File: src/rtl/evm_pkg.sv
// Shared types and constants for the ballot controller.
package evm_pkg;

    localparam int unsigned NUM_CANDIDATES = 4;
    localparam int unsigned TALLY_W        = 8;

    typedef enum logic [1:0] {
        StIdle,
        StArmed,
        StCommit,
        StLockout
    } state_t;

    function automatic int unsigned count_ones(input logic [NUM_CANDIDATES-1:0] v);
        int unsigned n;
        n = 0;
        for (int i = 0; i < NUM_CANDIDATES; i++) begin
            n = n + 32'(v[i]);
        end
        return n;
    endfunction

endpackage

File: src/rtl/button_sync.sv
// Multi-stage synchronizer for raw buttons plus registered rising-edge detect.
module button_sync #(
    parameter int unsigned SYNC_STAGES = 2,
    parameter int unsigned WIDTH       = 4
) (
    input  logic             clock,
    input  logic             reset,
    input  logic [WIDTH-1:0] i_btn,
    output logic [WIDTH-1:0] o_btn_s,
    output logic [WIDTH-1:0] o_press
);

    logic [WIDTH-1:0] r_sync [SYNC_STAGES];
    logic [WIDTH-1:0] r_btn_q;
    logic [WIDTH-1:0] r_press;
    logic [WIDTH-1:0] w_btn_s;

    assign w_btn_s = r_sync[SYNC_STAGES-1];

    always_ff @(posedge clock or posedge reset) begin
        if (reset) begin
            for (int i = 0; i < SYNC_STAGES; i++) begin
                r_sync[i] <= '0;
            end
            r_btn_q <= '0;
            r_press <= '0;
        end else begin
            r_sync[0] <= i_btn;
            for (int i = 1; i < SYNC_STAGES; i++) begin
                r_sync[i] <= r_sync[i-1];
            end
            r_btn_q <= w_btn_s;
            r_press <= w_btn_s & ~r_btn_q;
        end
    end

    assign o_btn_s = w_btn_s;
    assign o_press = r_press;

endmodule

File: src/rtl/ballot_controller.sv
// One-vote-per-arm ballot controller with post-vote lockout and saturating tallies.
module ballot_controller
    import evm_pkg::*;
#(
    parameter int unsigned LOCKOUT_CYCLES = 100000000,
    parameter int unsigned SYNC_STAGES    = 2
) (
    input  logic                      clock,
    input  logic                      reset,
    input  logic                      mode,
    input  logic                      ballot_enable,
    input  logic [NUM_CANDIDATES-1:0] candidate_button,
    output logic                      armed,
    output logic                      valid_vote_casted,
    output logic [NUM_CANDIDATES-1:0] vote_onehot,
    output logic                      reject_pulse,
    output logic [TALLY_W-1:0]        candidate1_vote,
    output logic [TALLY_W-1:0]        candidate2_vote,
    output logic [TALLY_W-1:0]        candidate3_vote,
    output logic [TALLY_W-1:0]        candidate4_vote
);

    localparam int unsigned CNT_W = $clog2(LOCKOUT_CYCLES + 1);
    localparam logic [CNT_W-1:0] CNT_LAST = CNT_W'(LOCKOUT_CYCLES - 1);

    state_t r_state, w_state_d;

    logic [NUM_CANDIDATES-1:0] w_btn_s;
    logic [NUM_CANDIDATES-1:0] w_press;
    logic [NUM_CANDIDATES-1:0] r_cap;
    logic [CNT_W-1:0]          r_cnt;
    logic [TALLY_W-1:0]        r_tally [NUM_CANDIDATES];
    logic                      r_en_q;
    logic                      r_reject;
    logic                      w_en_rise;
    logic                      w_single;
    logic                      w_cnt_done;
    logic                      w_reject_d;

    button_sync #(
        .SYNC_STAGES (SYNC_STAGES),
        .WIDTH       (NUM_CANDIDATES)
    ) u_button_sync (
        .clock   (clock),
        .reset   (reset),
        .i_btn   (candidate_button),
        .o_btn_s (w_btn_s),
        .o_press (w_press)
    );

    assign w_en_rise  = ballot_enable & ~r_en_q;
    assign w_single   = (count_ones(w_press) == 1);
    assign w_cnt_done = (r_cnt >= CNT_LAST);
    // A press rejects unless it becomes a vote; result-mode browsing is silent.
    assign w_reject_d = !mode && (w_press != '0) && !(r_state == StArmed && w_single);

    always_ff @(posedge clock or posedge reset) begin
        if (reset) begin
            r_state <= StIdle;
        end else begin
            r_state <= w_state_d;
        end
    end

    always_comb begin
        w_state_d = r_state;
        unique case (r_state)
            StIdle: begin
                if (!mode && w_en_rise) begin
                    w_state_d = StArmed;
                end
            end
            StArmed: begin
                if (mode) begin
                    w_state_d = StIdle;
                end else if (w_single) begin
                    w_state_d = StCommit;
                end
            end
            StCommit: begin
                w_state_d = StLockout;
            end
            StLockout: begin
                if (w_cnt_done && (w_btn_s == '0)) begin
                    w_state_d = StIdle;
                end
            end
            default: begin
                w_state_d = StIdle;
            end
        endcase
    end

    always_comb begin
        armed             = (r_state == StArmed);
        valid_vote_casted = (r_state == StCommit);
        vote_onehot       = valid_vote_casted ? r_cap : '0;
        reject_pulse      = r_reject;
    end

    always_ff @(posedge clock or posedge reset) begin
        if (reset) begin
            r_en_q   <= 1'b0;
            r_reject <= 1'b0;
            r_cap    <= '0;
            r_cnt    <= '0;
        end else begin
            r_en_q   <= ballot_enable;
            r_reject <= w_reject_d;
            if (r_state == StArmed && !mode && w_single) begin
                r_cap <= w_press;
            end
            if (r_state != StLockout) begin
                r_cnt <= '0;
            end else if (!w_cnt_done) begin
                r_cnt <= r_cnt + CNT_W'(1);
            end
        end
    end

    // Tally bumps on the edge leaving COMMIT, so a reset during COMMIT drops the vote.
    always_ff @(posedge clock or posedge reset) begin
        if (reset) begin
            for (int i = 0; i < NUM_CANDIDATES; i++) begin
                r_tally[i] <= '0;
            end
        end else if (r_state == StCommit) begin
            for (int i = 0; i < NUM_CANDIDATES; i++) begin
                if (r_cap[i] && (r_tally[i] != '1)) begin
                    r_tally[i] <= r_tally[i] + TALLY_W'(1);
                end
            end
        end
    end

    assign candidate1_vote = r_tally[0];
    assign candidate2_vote = r_tally[1];
    assign candidate3_vote = r_tally[2];
    assign candidate4_vote = r_tally[3];

endmodule

File: config.mk
export PLATFORM = sky130hd
export DESIGN_NAME = ballot_controller
export DESIGN_NICKNAME = d
export VERILOG_FILES = /design/src/rtl/evm_pkg.sv /design/src/rtl/button_sync.sv /design/src/rtl/ballot_controller.sv
export SDC_FILE = /design/constraint.sdc
export NUM_CORES = 1
export LEC_CHECK = 0
export ABC_AREA = 1
export CAP_MARGIN = 20
export CORE_MARGIN = 2
export CORE_UTILIZATION = 41
export CTS_CLUSTER_DIAMETER = 50
export CTS_CLUSTER_SIZE = 12
export DETAILED_ROUTE_END_ITERATION = 7
export GPL_TIMING_DRIVEN = 0
export SLEW_MARGIN = 20
export SYNTH_ARGS = -nofsm -noshare
export SYNTH_HDL_FRONTEND = slang
export SYNTH_SLANG_ARGS = --single-unit
File: constraint.sdc
create_clock -name clock -period 3.8 [get_ports clock]
set_clock_uncertainty 0.1 [all_clocks]
set_input_delay 0.57 -clock clock [delete_from_list [all_inputs] [get_ports clock]]
set_output_delay 0.57 -clock clock [all_outputs]
set_load 0.01 [all_outputs]
* Word-level counts from Yosys, hierarchy flattened
Index checks and enable logic that the tools add are counted.
** Cells by class
- Bitwise gates (word level) :: 4
- Muxes and demuxes :: 8
- Equality and inequality tests :: 13
- Shift operators :: 0
- Magnitude comparators :: 1
- Divide/modulo/power cells :: 0
- Multiply operators :: 0
- Reduce and logical (&&, ||, !) cells :: 21
- Add/sub/neg operators :: 8
** Operators with widths (count)
- 27-bit 2-to-1 mux :: 2
- 8-bit by 1-bit adder with 8-bit output, second input constant :: 4
- 8-bit != test, second input constant :: 4
- 27-bit by 1-bit adder with 27-bit output, second input constant :: 1
- 27-bit greater-or-equal comparator, second input constant :: 1
- 1-bit logical AND :: 11
- 2-bit 2-to-1 mux :: 4
- 2-bit one-hot mux with 4 select lines :: 1
- 2-bit AND reduction :: 4
- 2-bit != test, second input constant :: 3
- 3-bit by 1-bit adder with 4-bit output :: 1
- 4-bit bitwise AND :: 1
- 2-bit == test, second input constant :: 2
- 4-bit by 1-bit == test with 1-bit output, second input constant :: 1
- 4-bit zero test :: 1
- 4-bit 2-to-1 mux :: 1
- 4-bit inverter :: 1
- 4-bit nonzero test :: 1
- 2-bit by 1-bit adder with 3-bit output :: 1
- 3-bit by 2-bit != test with 1-bit output, second input constant :: 1
- 3-bit AND reduction :: 1
- 1-bit by 1-bit adder with 2-bit output :: 1
- 2-bit by 1-bit == test with 1-bit output, second input constant :: 1
- 1-bit zero test :: 2
- 4 further kinds :: 4
** Storage, ports and cells
- Bits in writable memories :: 0
- Word-level logic and storage cells :: 68
- Memory bits (read-only) :: 0
- Bits in latches :: 0
- Output and inout bits :: 39
- Register bits after elaboration :: 83
- Memories :: 0
- Bits of input ports :: 8

* Logic depth before layout (Yosys ltp)
Gate-level depths: netlist of the first run.
- Word-level depth :: 7
- Gate-level depth with buffers :: 12
- Gate-level depth less buffers :: 12

* Modules after synthesis
Synthesis of the first run repeated with hierarchy kept, for this count alone.
** Unflattened totals
- Cell total of the unflattened synthesis :: 541
- Area total of the unflattened synthesis :: 4443.0 µm²
** By module, submodules not included
- ballot_controller :: area each 3968.8 µm², seq. area each 1676.6 µm², times used 1, cells an instance 512
- button_sync :: area each 474.2 µm², seq. area each 400.4 µm², times used 1, cells an instance 29

* Worst setup path after synthesis of the first run
Ideal clock, no wire load.
- Path type :: flip-flop to flip-flop
- Start point :: reg u_button_sync.r_press[0], in the netlist u_button_sync.o_press[0]
- End point :: reg r_state[0]
- Library setup time :: 119 ps
- Cell stages (with the launch flop) :: 12
- Data required time :: 3581 ps
- Slack :: 1440 ps
- Data arrival time :: 2141 ps
- Clock period less this slack :: 2360 ps
- Path buffers :: 0
- Path through :: dfrtp_1 > inv_1 > fa_1 > inv_1 > ha_1 > ha_1 > or3_1 > nand2_1 > nand2_1 > a21oi_1 > nand3_1 > and2_1
** On the way
- Longest elaborated chain between the ends :: 6
** Ends and longest elaborated chain
- start, declared :: RTL line button_sync.sv:15 : logic [WIDTH-1:0] r_press;
- start signal, assigned :: RTL line button_sync.sv:33 : r_press <= w_btn_s & ~r_btn_q;
- 1-bit by 1-bit adder with 2-bit output :: RTL line evm_pkg.sv:18 : n = n + 32'(v[i]);
- 2-bit by 1-bit adder with 3-bit output :: RTL line evm_pkg.sv:18
- 3-bit by 1-bit adder with 4-bit output :: RTL line evm_pkg.sv:18
- 4-bit by 1-bit == test with 1-bit output :: RTL line ballot_controller.sv:52 : assign w_single = (count_ones(w_press) == 1);
- 3-bit by 2-bit != test with 1-bit output (no source line)
- 3-bit AND reduction (no source line)
- end signal, assigned :: RTL line ballot_controller.sv:59 : r_state <= StIdle;
- end signal, assigned :: RTL line ballot_controller.sv:61 : r_state <= w_state_d;
- end, declared :: RTL line ballot_controller.sv:26 : state_t r_state, w_state_d;
Every way passes these cells.
A chain may end at the register's enable or synchronous reset.

* Worst setup path in the final report of the first run
Same ends and word-level chain as after synthesis.

==> flow_metrics.py, run 1 <==
metrics = {
    "pwr": {
        "p_leak_nw": 2.358,
        "peakVddDrop_mv": 0.1962,
        "cellPowerDensity_nw_per_um2": 424.9,
    },
    "sta": {
        "final-setup-viol-count": 0,
        "grt_setup_unrepaired": "false",
        "timing.final.ws_setup_ns": 1.290,
        "worst_slew_margin_rel_pct": 61.73,
        "maxClockFrequency_ghz": 0.3984,
        "timing.final.crit_period_ns": 2.510,
        "min_period_over_period_pct": 66.05,
        "worst_pin_slew_ns": 0.5741,
        "drv_slew": 0,
        "fin_worst_hold_slack_ns": 0.2534,
        "count_of_final_hold_check_violations": 0,
    },
    "synth": {
        "syn-cell-area_sq_um": 4466,
        "cell_type_contributing_the_most_total_cell_area_after_synthesis": "dfrtp_1",
        "synth_common_cells": "138 x nand2_1, 83 x dfrtp_1, 66 x nor2_1, 51 x nand3_1, 45 x inv_1",
        "synthDistinctLibCells": 35,
        "seq_total_area_yosys_pct": 46.51,
        "postSynthRegisterBits": 83,
        "mappedNetlistNets": 548,
        "synth_cells": 531,
        "syn_avg_cell_area_sq_um": 8.410,
        "post-synth-top-area-fraction_pct": 46.51,
        "ranking_of_synthesized_cells_by_area": "dfrtp_1 47%, nand2_1 12%, nand3_1 5.7%",
        "synth-warning-count": 0,
        "synthArstFlopShare_pct": 100.0,
        "postSynth.topFlopCell": "dfrtp_1",
        "synthMostInstantiatedCell": "nand2_1",
        "edff_count_synth": 0,
    },
    "global_routing": {
        "groute.usage.overall_pct": 17.46,
        "grt-ovfl-total": 0,
        "grt_pass1_vias": 3370,
        "antenna_found_initial": 0,
        "wire_length_of_the_first_global_routing_pass_mm": 16.16,
        "grt_max_degree": 53,
    },
    "critical_path": {
        "crit_arrival_ns": 2.66,
        "critical_path.startpoint_type": "register",
        "timing_worst_setup_path_type": "register to register",
        "worstPathMaxFanout": 3,
        "endpoint_kind": "register",
        "required_time_of_the_worst_setup_path_ns": 3.95,
        "critical_path_launch_point": "u_button_sync.o_press[0]",
        "worstReg2RegStart": "u_button_sync.o_press[0]",
    },
    "die": {
        "die_height_um": 108.4,
        "floorplan_die_area_sq_um": 11740,
        "die_w_um": 108.4,
        "boundary_pin_count": 47,
        "rows": 38,
        "standard_cell_core_area_sq_um": 10750,
        "initial_utilization_pct": 41.56,
    },
    "hold_path": {
        "timing.hold.worst.start": "u_button_sync.r_sync[5]",
        "hold_path_class": "register to register",
    },
    "cts": {
        "cts_hold_buffers": 0,
        "clk_latency_ns": 0.35,
        "cts.clk_slew.worst_paths_ns": 0.08,
        "tritoncts_clock_tree": "done",
        "clock_tree.buffer_depth": 2,
        "cts.root.buffer_cell": "clkbuf_8",
        "postCtsResizedCells": 0,
        "cts-buffers-inserted": 9,
        "htree_levels": 3,
        "clock_sinks": 83,
        "cts_setup_buffers": 0,
    },
    "routing": {
        "dr.pass1.iters": 5,
        "highest-signal-layer": "met4",
        "dr_wl_met2_mm": 4.498,
        "count_of_antenna_violating_nets_left_after_detailed_routing": 0,
        "route.detailed.drc": 0,
        "wl_mm": 9.672,
        "detailroute.via_count": 3663,
        "routed-wl-met3_um": 518,
        "vias_per_cell": 5.004,
        "wire_length_the_detailed_router_placed_on_met1_mm": 4.563,
        "drt-wirelength-per-cell_um": 13.21,
        "dr.first_iter.drc_count": 253,
    },
    "placed_design": {
        "placed_cell_area_sq_um": 5131,
        "place_hpwl_mm": 7.229,
        "gp_congestion": 0.9493,
        "placed_cells": 718,
        "placement.setup.worst_slack_ns": 1.289,
        "port_buffers": 46,
    },
    "finish": {
        "final_area_sq_um": 5321,
        "n_antenna_cell": 0,
        "flow.area_growth_from_synthesis_pct": 19.16,
        "layout.nets": 606,
        "layoutNonFillerInstCount": 732,
        "filler_cell_count": 1057,
        "multi_input_comb_area_sq_um": 2146,
        "layout-drive-gt1-share_pct": 10.64,
        "ff_latch_area_sq_um": 2077,
    },
    "run_status": {
        "run_status": "completed",
    },
    "run": {
        "max-cap-violations": 0,
    },
}
-- power by group --
group	leakage (nW)	switching, mW	total [mW]	internal (mW)
Combinational	1.16	0.314	0.561	0.247
Clock	0.0982	0.315	0.630	0.316
Sequential	1.10	0.0872	1.07	0.982
Total	2.36	0.716	2.26	1.55
-- layout make-up --
cell class	instances	area share, %
buffer	10	1.176
inverter	48	3.433
tap	140	3.292
clock inverter	4	0.9875
timing repair buffer	47	9.170
multi-input combinational	390	40.32
sequential	83	39.03
clock buffer	10	2.586
-- through the flow --
step,total power [mW],TNS [ns],util (%)
2_1_floorplan,1.404,0,-
3_3_place_gp,1.636,-30.41,47.47
3_5_place_dp,1.657,0,47.75
4_1_cts,2.294,0,49.52
5_1_grt,2.390,0,49.52
6_report,2.261,0,49.52
-- cell usage in the layout, fill, tap and decap left out, types with 9 or more instances in the layout --
cell | netlist | routed
nand2_1 | 138 | 138
dfrtp_1 | 83 | 83
nor2_1 | 66 | 66
nand3_1 | 51 | 51
clkdlybuf4s50_1 | 0 | 46
inv_1 | 45 | 44
xor2_1 | 23 | 23
nand4_1 | 21 | 21
xnor2_1 | 16 | 16
nor3_1 | 12 | 12
clkbuf_8 | 0 | 10
nor2_2 | 9 | 9
-- worst paths after layout --
path | to | slack (ns) | depth (start not counted)
max in group asynchronous | r_cnt[24] | 2.52 | 3
min reg2reg | u_button_sync.o_btn_s[1] | 0.25 | 0
min | u_button_sync.o_btn_s[1] | 0.25 | 0
max | r_state[0] | 1.29 | 11
min in group asynchronous | candidate4_vote[0] | 0.48 | 2
max reg2reg | r_state[0] | 1.29 | 11
-- state kept, by name (all words and copies together), names as in the netlist, named ones only --
signal,flops
candidate2_vote,8
r_state,1
r_cnt,27
u_button_sync.r_sync,4
u_button_sync.r_btn_q,4
r_cap,4
u_button_sync.o_press,4
candidate4_vote,8
candidate3_vote,8
r_en_q,1
candidate1_vote,8
reject_pulse,1
u_button_sync.o_btn_s,4
-- cells by family (layout without fill, tap and decap cells) --
kind of cell | count (synthesis) | after routing | synth area share, %
xor gates and xnor gates | 39 | 39 | 7.649
muxes | 8 | 8 | 2.017
AOI/OAI and AO/OA | 17 | 17 | 3.278
adders and majority gates | 9 | 9 | 2.690
buffers and inverters | 58 | 119 | 5.435
DFF | 83 | 83 | 46.51
and+or+nand+nor | 317 | 317 | 32.42
-- per-layer routing --
metal | track usage, % | vias to the layer above
met5 | 0 | -
met4 | 5.037 | 0
met3 | 3.376 | 8
met2 | 27.90 | 86
met1 | 24.21 | 1741
li1 | - | 1828
-- worst max-delay path, cell delays in order (launching register included) --
cell and delay, ns:
dfrtp_1 0.33, inv_1 0.09, fa_1 0.55, inv_1 0.05, ha_1 0.17, ha_1 0.26
or3_1 0.38, nand2_1 0.08, nand2_1 0.05, a21oi_1 0.11, nand3_1 0.10, and2_1 0.14
Power figures use the tool's default switching activity.
==> inputs of run 2 (changes only) <==
Clock period 3.8 ns to 2.6 ns, I/O delays scaled along.
==> flow_metrics.py, run 2 (synthesis results as in run 1) <==
metrics = {
    "critical_path": {
        "worstRegToRegCells": 11,
        "crit_arrival_ns": 2.58,
        "required_time_of_the_worst_setup_path_ns": 2.77,
        "slowest_stage": "fa_1",
        "path_depth": 11,
        "endpoint_kind": "register",
        "timing_worst_setup_path_type": "register to register",
        "worst_path_dominant_cell_family": "adder cells",
        "worst_path_largest_cell_delay_ns": 0.52,
        "cp.buffers_inverters": 2,
        "cell_by_cell_listing_of_the_critical_path": "inv_2 > fa_1 > inv_1 > ha_1 > ha_1 > or3_4 > nand2_1 > nand2_1 > a21oi_2 > nand3_1 > and2_1",
        "critical_path.startpoint_type": "register",
        "worstPathMaxFanout": 3,
    },
    "pwr": {
        "peakVddDrop_mv": 0.3608,
        "p_leak_nw": 2.362,
        "cellPowerDensity_nw_per_um2": 631.6,
    },
    "die": {
        "boundary_pin_count": 47,
        "die_height_um": 108.4,
        "die_w_um": 108.4,
        "floorplan_die_area_sq_um": 11740,
        "standard_cell_core_area_sq_um": 10750,
        "rows": 38,
        "initial_utilization_pct": 41.56,
    },
    "finish": {
        "layout-drive-gt1-share_pct": 11.76,
        "regMostFlops": "r_cnt",
        "layout.nets": 607,
        "layout.cells.most_common": "nand2_1",
        "largest_register_ffs": 27,
        "filler_cell_count": 1097,
        "final_cell_mix": "137 x nand2_1, 83 x dfrtp_1, 66 x nor2_1, 51 x nand3_1, 46 x clkdlybuf4s50_1",
        "flow.area_growth_from_synthesis_pct": 20.09,
        "finalCoreUtilization_pct": 49.91,
        "n_antenna_cell": 0,
    },
    "sta": {
        "maxClockFrequency_ghz": 0.4151,
        "fin_worst_hold_slack_ns": 0.2538,
        "timing.final.crit_period_ns": 2.409,
        "min_period_over_period_pct": 92.66,
        "worst_slew_margin_rel_pct": 61.78,
        "count_of_final_hold_check_violations": 0,
        "worst_pin_slew_ns": 0.5732,
        "drv_slew": 0,
        "fin_setup_tns_ns": 0,
        "final-setup-viol-count": 0,
        "grt_setup_unrepaired": "false",
    },
    "cts": {
        "cts.root.buffer_cell": "clkbuf_8",
        "clock_sinks": 83,
        "cts.clk_slew.worst_paths_ns": 0.09,
        "clock_tree.buffer_depth": 2,
        "cts_hold_buffers": 0,
        "clk_latency_ns": 0.37,
        "cts-buffers-inserted": 9,
        "tritoncts_clock_tree": "done",
        "htree_levels": 3,
    },
    "global_routing": {
        "grt-ovfl-total": 0,
        "groute.usage.overall_pct": 18.09,
        "wire_length_of_the_first_global_routing_pass_mm": 16.69,
        "antenna_found_initial": 0,
        "grt_pass1_vias": 3555,
        "grt_max_degree": 33,
    },
    "routing": {
        "dr.first_iter.drc_count": 260,
        "drt-wirelength-per-cell_um": 13.10,
        "detailroute.via_count": 3651,
        "wl_mm": 9.628,
        "dr.pass1.iters": 5,
        "count_of_antenna_violating_nets_left_after_detailed_routing": 0,
        "vias_per_cell": 4.967,
        "route.detailed.drc": 0,
    },
    "placed_design": {
        "place_hpwl_mm": 7.303,
        "gp_congestion": 0.9441,
        "port_buffers": 46,
    },
    "run": {
        "max-cap-violations": 0,
    },
    "hold_path": {
        "hold_path_class": "register to register",
        "hold_path_depth": 0,
    },
    "run_status": {
        "run_status": "completed",
    },
}
-- run 2: cell types whose count changed in the layout (fill, tap and decap cells not counted), moves of 2 or more --
cell        before  now
clkinvlp_4       0    3
inv_6            0    3
buf_12           0    2
clkinv_4         2    0
-- run 2: area by class of cell --
| class | count | area (sq um) | share of cell area [%] |
|---|---|---|---|
| Buffer | 10 | 62.56 | 1.167 |
| Clock buffer | 9 | 123.9 | 2.310 |
| Clock inverter | 7 | 82.58 | 1.540 |
| Inverter | 48 | 183.9 | 3.430 |
| Multi-Input combinational cell | 390 | 2157 | 40.22 |
| Sequential cell | 83 | 2077 | 38.73 |
| Tap cell | 140 | 175.2 | 3.266 |
| Timing Repair Buffer | 48 | 500.5 | 9.333 |
-- run 2: per-stage QoR --
| step | total power [mW] | area [sq um] | setup slack, ns | cells |
|---|---|---|---|---|
| floorplan | 2.053 | 4469 | 0.2401 | 531 |
| global placement | 2.391 | 5105 | 0.1409 | 717 |
| detailed placement | 2.427 | 5145 | 0.07053 | 719 |
| CTS | 3.421 | 5351 | 0.05560 | 735 |
| global route | 3.598 | 5363 | 0.04764 | 735 |
| finish | 3.387 | 5363 | 0.1908 | 735 |
-- run 2: per-layer routing --
metal,global-route usage [%],vias up,routed length [um]
met5,0,-,0
li1,-,1822,-
met2,28.57,83,4462
met4,6.502,0,113
met1,24.85,1736,4620
met3,3.436,10,430
-- run 2: worst paths after layout --
path	from	to	slack [ns]
hold / removal	u_button_sync.r_sync[4]	u_button_sync.o_btn_s[0]	0.25
max in group asynchronous	reset	r_cnt[3]	1.34
setup reg to reg	u_button_sync.o_press[0]	r_state[0]	0.19
hold reg to reg	u_button_sync.r_sync[4]	u_button_sync.o_btn_s[0]	0.25
min in group asynchronous	reset	candidate1_vote[5]	0.31
setup / recovery	u_button_sync.o_press[0]	r_state[0]	0.19
-- run 2: repair_timing --
action,in CTS,in global routing
gates resized for setup,0,4
setup endpoints to repair,0,6
buffers inserted,0,0
-- run 2: power breakdown --
part | total, mW | internal [mW] | leakage [nW] | switching [mW]
clock | 0.991 | 0.461 | 0.0988 | 0.530
sequential | 1.56 | 1.44 | 1.10 | 0.127
combinational | 0.835 | 0.370 | 1.16 | 0.465
total | 3.39 | 2.27 | 2.36 | 1.12
==> inputs of run 3 (changes only) <==
Settings changed: CORE_MARGIN 2 to not set, CORE_UTILIZATION 41 to 45, PLACE_DENSITY set to 0.66.
==> flow_metrics.py, run 3 (synthesis results as in run 1) <==
metrics = {
    "sta": {
        "timing.final.crit_period_ns": 2.445,
        "grt_setup_unrepaired": "false",
        "fin_worst_hold_slack_ns": 0.2564,
        "timing.final.ws_setup_ns": 0.1545,
        "worst_pin_slew_ns": 0.5321,
        "drv_slew": 0,
        "fin_setup_tns_ns": 0,
        "count_of_final_hold_check_violations": 0,
        "worst_slew_margin_rel_pct": 64.53,
        "maxClockFrequency_ghz": 0.4089,
        "min_period_over_period_pct": 94.06,
        "final-setup-viol-count": 0,
    },
    "routing": {
        "drt-wirelength-per-cell_um": 13.13,
        "wl_mm": 9.521,
        "count_of_antenna_violating_nets_left_after_detailed_routing": 0,
        "route.detailed.drc": 0,
        "detailroute.via_count": 3681,
        "vias_per_cell": 5.077,
        "dr.pass1.iters": 5,
        "dr.first_iter.drc_count": 170,
    },
    "global_routing": {
        "groute.usage.overall_pct": 20.74,
        "grt_max_degree": 34,
        "wire_length_of_the_first_global_routing_pass_mm": 16.78,
        "antenna_found_initial": 0,
        "grt_pass1_vias": 3586,
        "grt-ovfl-total": 0,
    },
    "pwr": {
        "cellPowerDensity_nw_per_um2": 633.0,
        "p_int_mw": 2.353,
        "p_leak_nw": 2.382,
        "clockPowerShare_pct": 29.8,
        "power_frac_seq_pct": 45.8,
        "swShare_pct": 31.10,
        "power.switching_mw": 1.062,
        "peakVddDrop_mv": 0.3008,
        "comb_power_share_pct": 24.4,
    },
    "cts": {
        "htree_levels": 3,
        "cts-buffers-inserted": 9,
        "cts.root.buffer_cell": "clkbuf_8",
        "clock_tree.buffer_depth": 2,
        "tritoncts_clock_tree": "done",
        "clk_latency_ns": 0.36,
        "cts.clk_slew.worst_paths_ns": 0.09,
        "cts_setup_buffers": 0,
        "clock_sinks": 83,
        "cts_hold_buffers": 0,
        "postCtsResizedCells": 0,
    },
    "critical_path": {
        "critical_path.startpoint_type": "register",
        "worstPathMaxFanout": 3,
        "r2r_setup_slack_ns": 0.15,
        "endpoint_kind": "register",
        "crit_arrival_ns": 2.59,
        "worstRegToRegCells": 11,
        "worstReg2RegStart": "u_button_sync.o_press[0]",
        "required_time_of_the_worst_setup_path_ns": 2.75,
        "timing_worst_setup_path_type": "register to register",
        "rr_endpoint": "r_state[0]",
    },
    "finish": {
        "multi_input_comb_area_sq_um": 2157,
        "n_antenna_cell": 0,
        "filler_cell_count": 874,
        "ff_latch_area_sq_um": 2077,
        "regMostFlops": "r_cnt",
        "final_cell_mix": "137 x nand2_1, 83 x dfrtp_1, 66 x nor2_1, 51 x nand3_1, 46 x clkdlybuf4s50_1",
        "final_area_sq_um": 5394,
        "finalCoreUtilization_pct": 57.29,
        "layout.cells.most_common": "nand2_1",
        "layout.nets": 608,
        "largest_register_ffs": 27,
        "layout-drive-gt1-share_pct": 11.58,
        "flow.area_growth_from_synthesis_pct": 20.79,
    },
    "hold_path": {
        "hold_path_class": "register to register",
        "timing.hold.worst.start": "u_button_sync.r_sync[5]",
        "hold_path_depth": 0,
        "hold_end": "u_button_sync.o_btn_s[1]",
    },
    "placed_design": {
        "place_hpwl_mm": 7.217,
        "placement.setup.worst_slack_ns": 0.1087,
        "placed_cell_area_sq_um": 5166,
        "gp_congestion": 0.9227,
        "port_buffers": 46,
    },
    "die": {
        "die_height_um": 101.6,
        "standard_cell_core_area_sq_um": 9415,
        "rows": 35,
        "floorplan_die_area_sq_um": 10330,
        "boundary_pin_count": 47,
        "initial_utilization_pct": 47.43,
        "die_w_um": 101.6,
    },
    "run_status": {
        "run_status": "completed",
    },
    "run": {
        "max-cap-violations": 0,
    },
}
run 3: changes by cell type in the layout (fill, tap and decap cells not counted):
| cell | change |
|---|---|
| inv_2 | -1 |
| buf_16 | +2 |
| clkinv_2 | +1 |
| clkbuf_1 | +1 |
| bufinv_16 | +1 |
| buf_12 | -1 |
| inv_6 | -2 |
| inv_1 | +1 |
| inv_8 | -1 |
run 3: layout make-up:
type                            count  share of cell area, %
Buffer                             10                  1.160
Clock buffer                       10                  2.366
Multi-Input combinational cell    390                  39.99
Timing Repair Buffer               49                  9.928
Sequential cell                    83                  38.51
Tap cell                          129                  2.992
Clock inverter                      6                  1.647
Inverter                           48                  3.410
run 3: worst max-delay path by stage:
stage          slack [ns]    endpoint                startpoint  depth (start not counted)
6_report             0.15  r_state[0]  u_button_sync.o_press[0]                         11
5_1_grt              0.01    register  u_button_sync.o_press[0]                         12
4_1_cts              0.12  r_state[0]  u_button_sync.o_press[0]                         11
3_5_place_dp         0.11  r_state[0]  u_button_sync.o_press[0]                         11
3_3_place_gp         0.14  r_state[0]  u_button_sync.o_press[0]                         11
2_1_floorplan        0.24  r_state[0]  u_button_sync.o_press[0]                         11
run 3: critical path, stage by stage, from the launching register on:
cell and delay, ns:
dfrtp_1 0.33, inv_1 0.07, fa_1 0.53, inv_1 0.04
ha_1 0.17, ha_1 0.27, or3_4 0.39, nand2_1 0.07
nand2_1 0.06, a21oi_2 0.09, nand3_1 0.09, and2_1 0.15
run 3: metrics by stage:
stage / power, mW / cells
after floorplan: 2.053 / 531
after detailed placement: 2.424 / 709
final: 3.414 / 725
after CTS: 3.445 / 725
after global routing: 3.633 / 725
after global placement: 2.389 / 706
run 3: power by group through the flow:
stage | clock, mW | combinational [mW] | sequential [mW]
floorplan | 0 | 0.447 | 1.61
global placement | 0 | 0.804 | 1.58
detailed placement | 0 | 0.833 | 1.59
CTS | 1.04 | 0.836 | 1.57
global route | 1.10 | 0.940 | 1.59
finish | 1.02 | 0.833 | 1.56
run 3: routing by layer:
layer | GRT usage [%] | part of all wire (%) | up-vias
met1 | 28.49 | 48 | 1757
li1 | - | - | 1828
met4 | 5.017 | 0.80 | 0
met2 | 33.37 | 46 | 90
met5 | 0 | 0 | -
met3 | 4.555 | 4.8 | 6
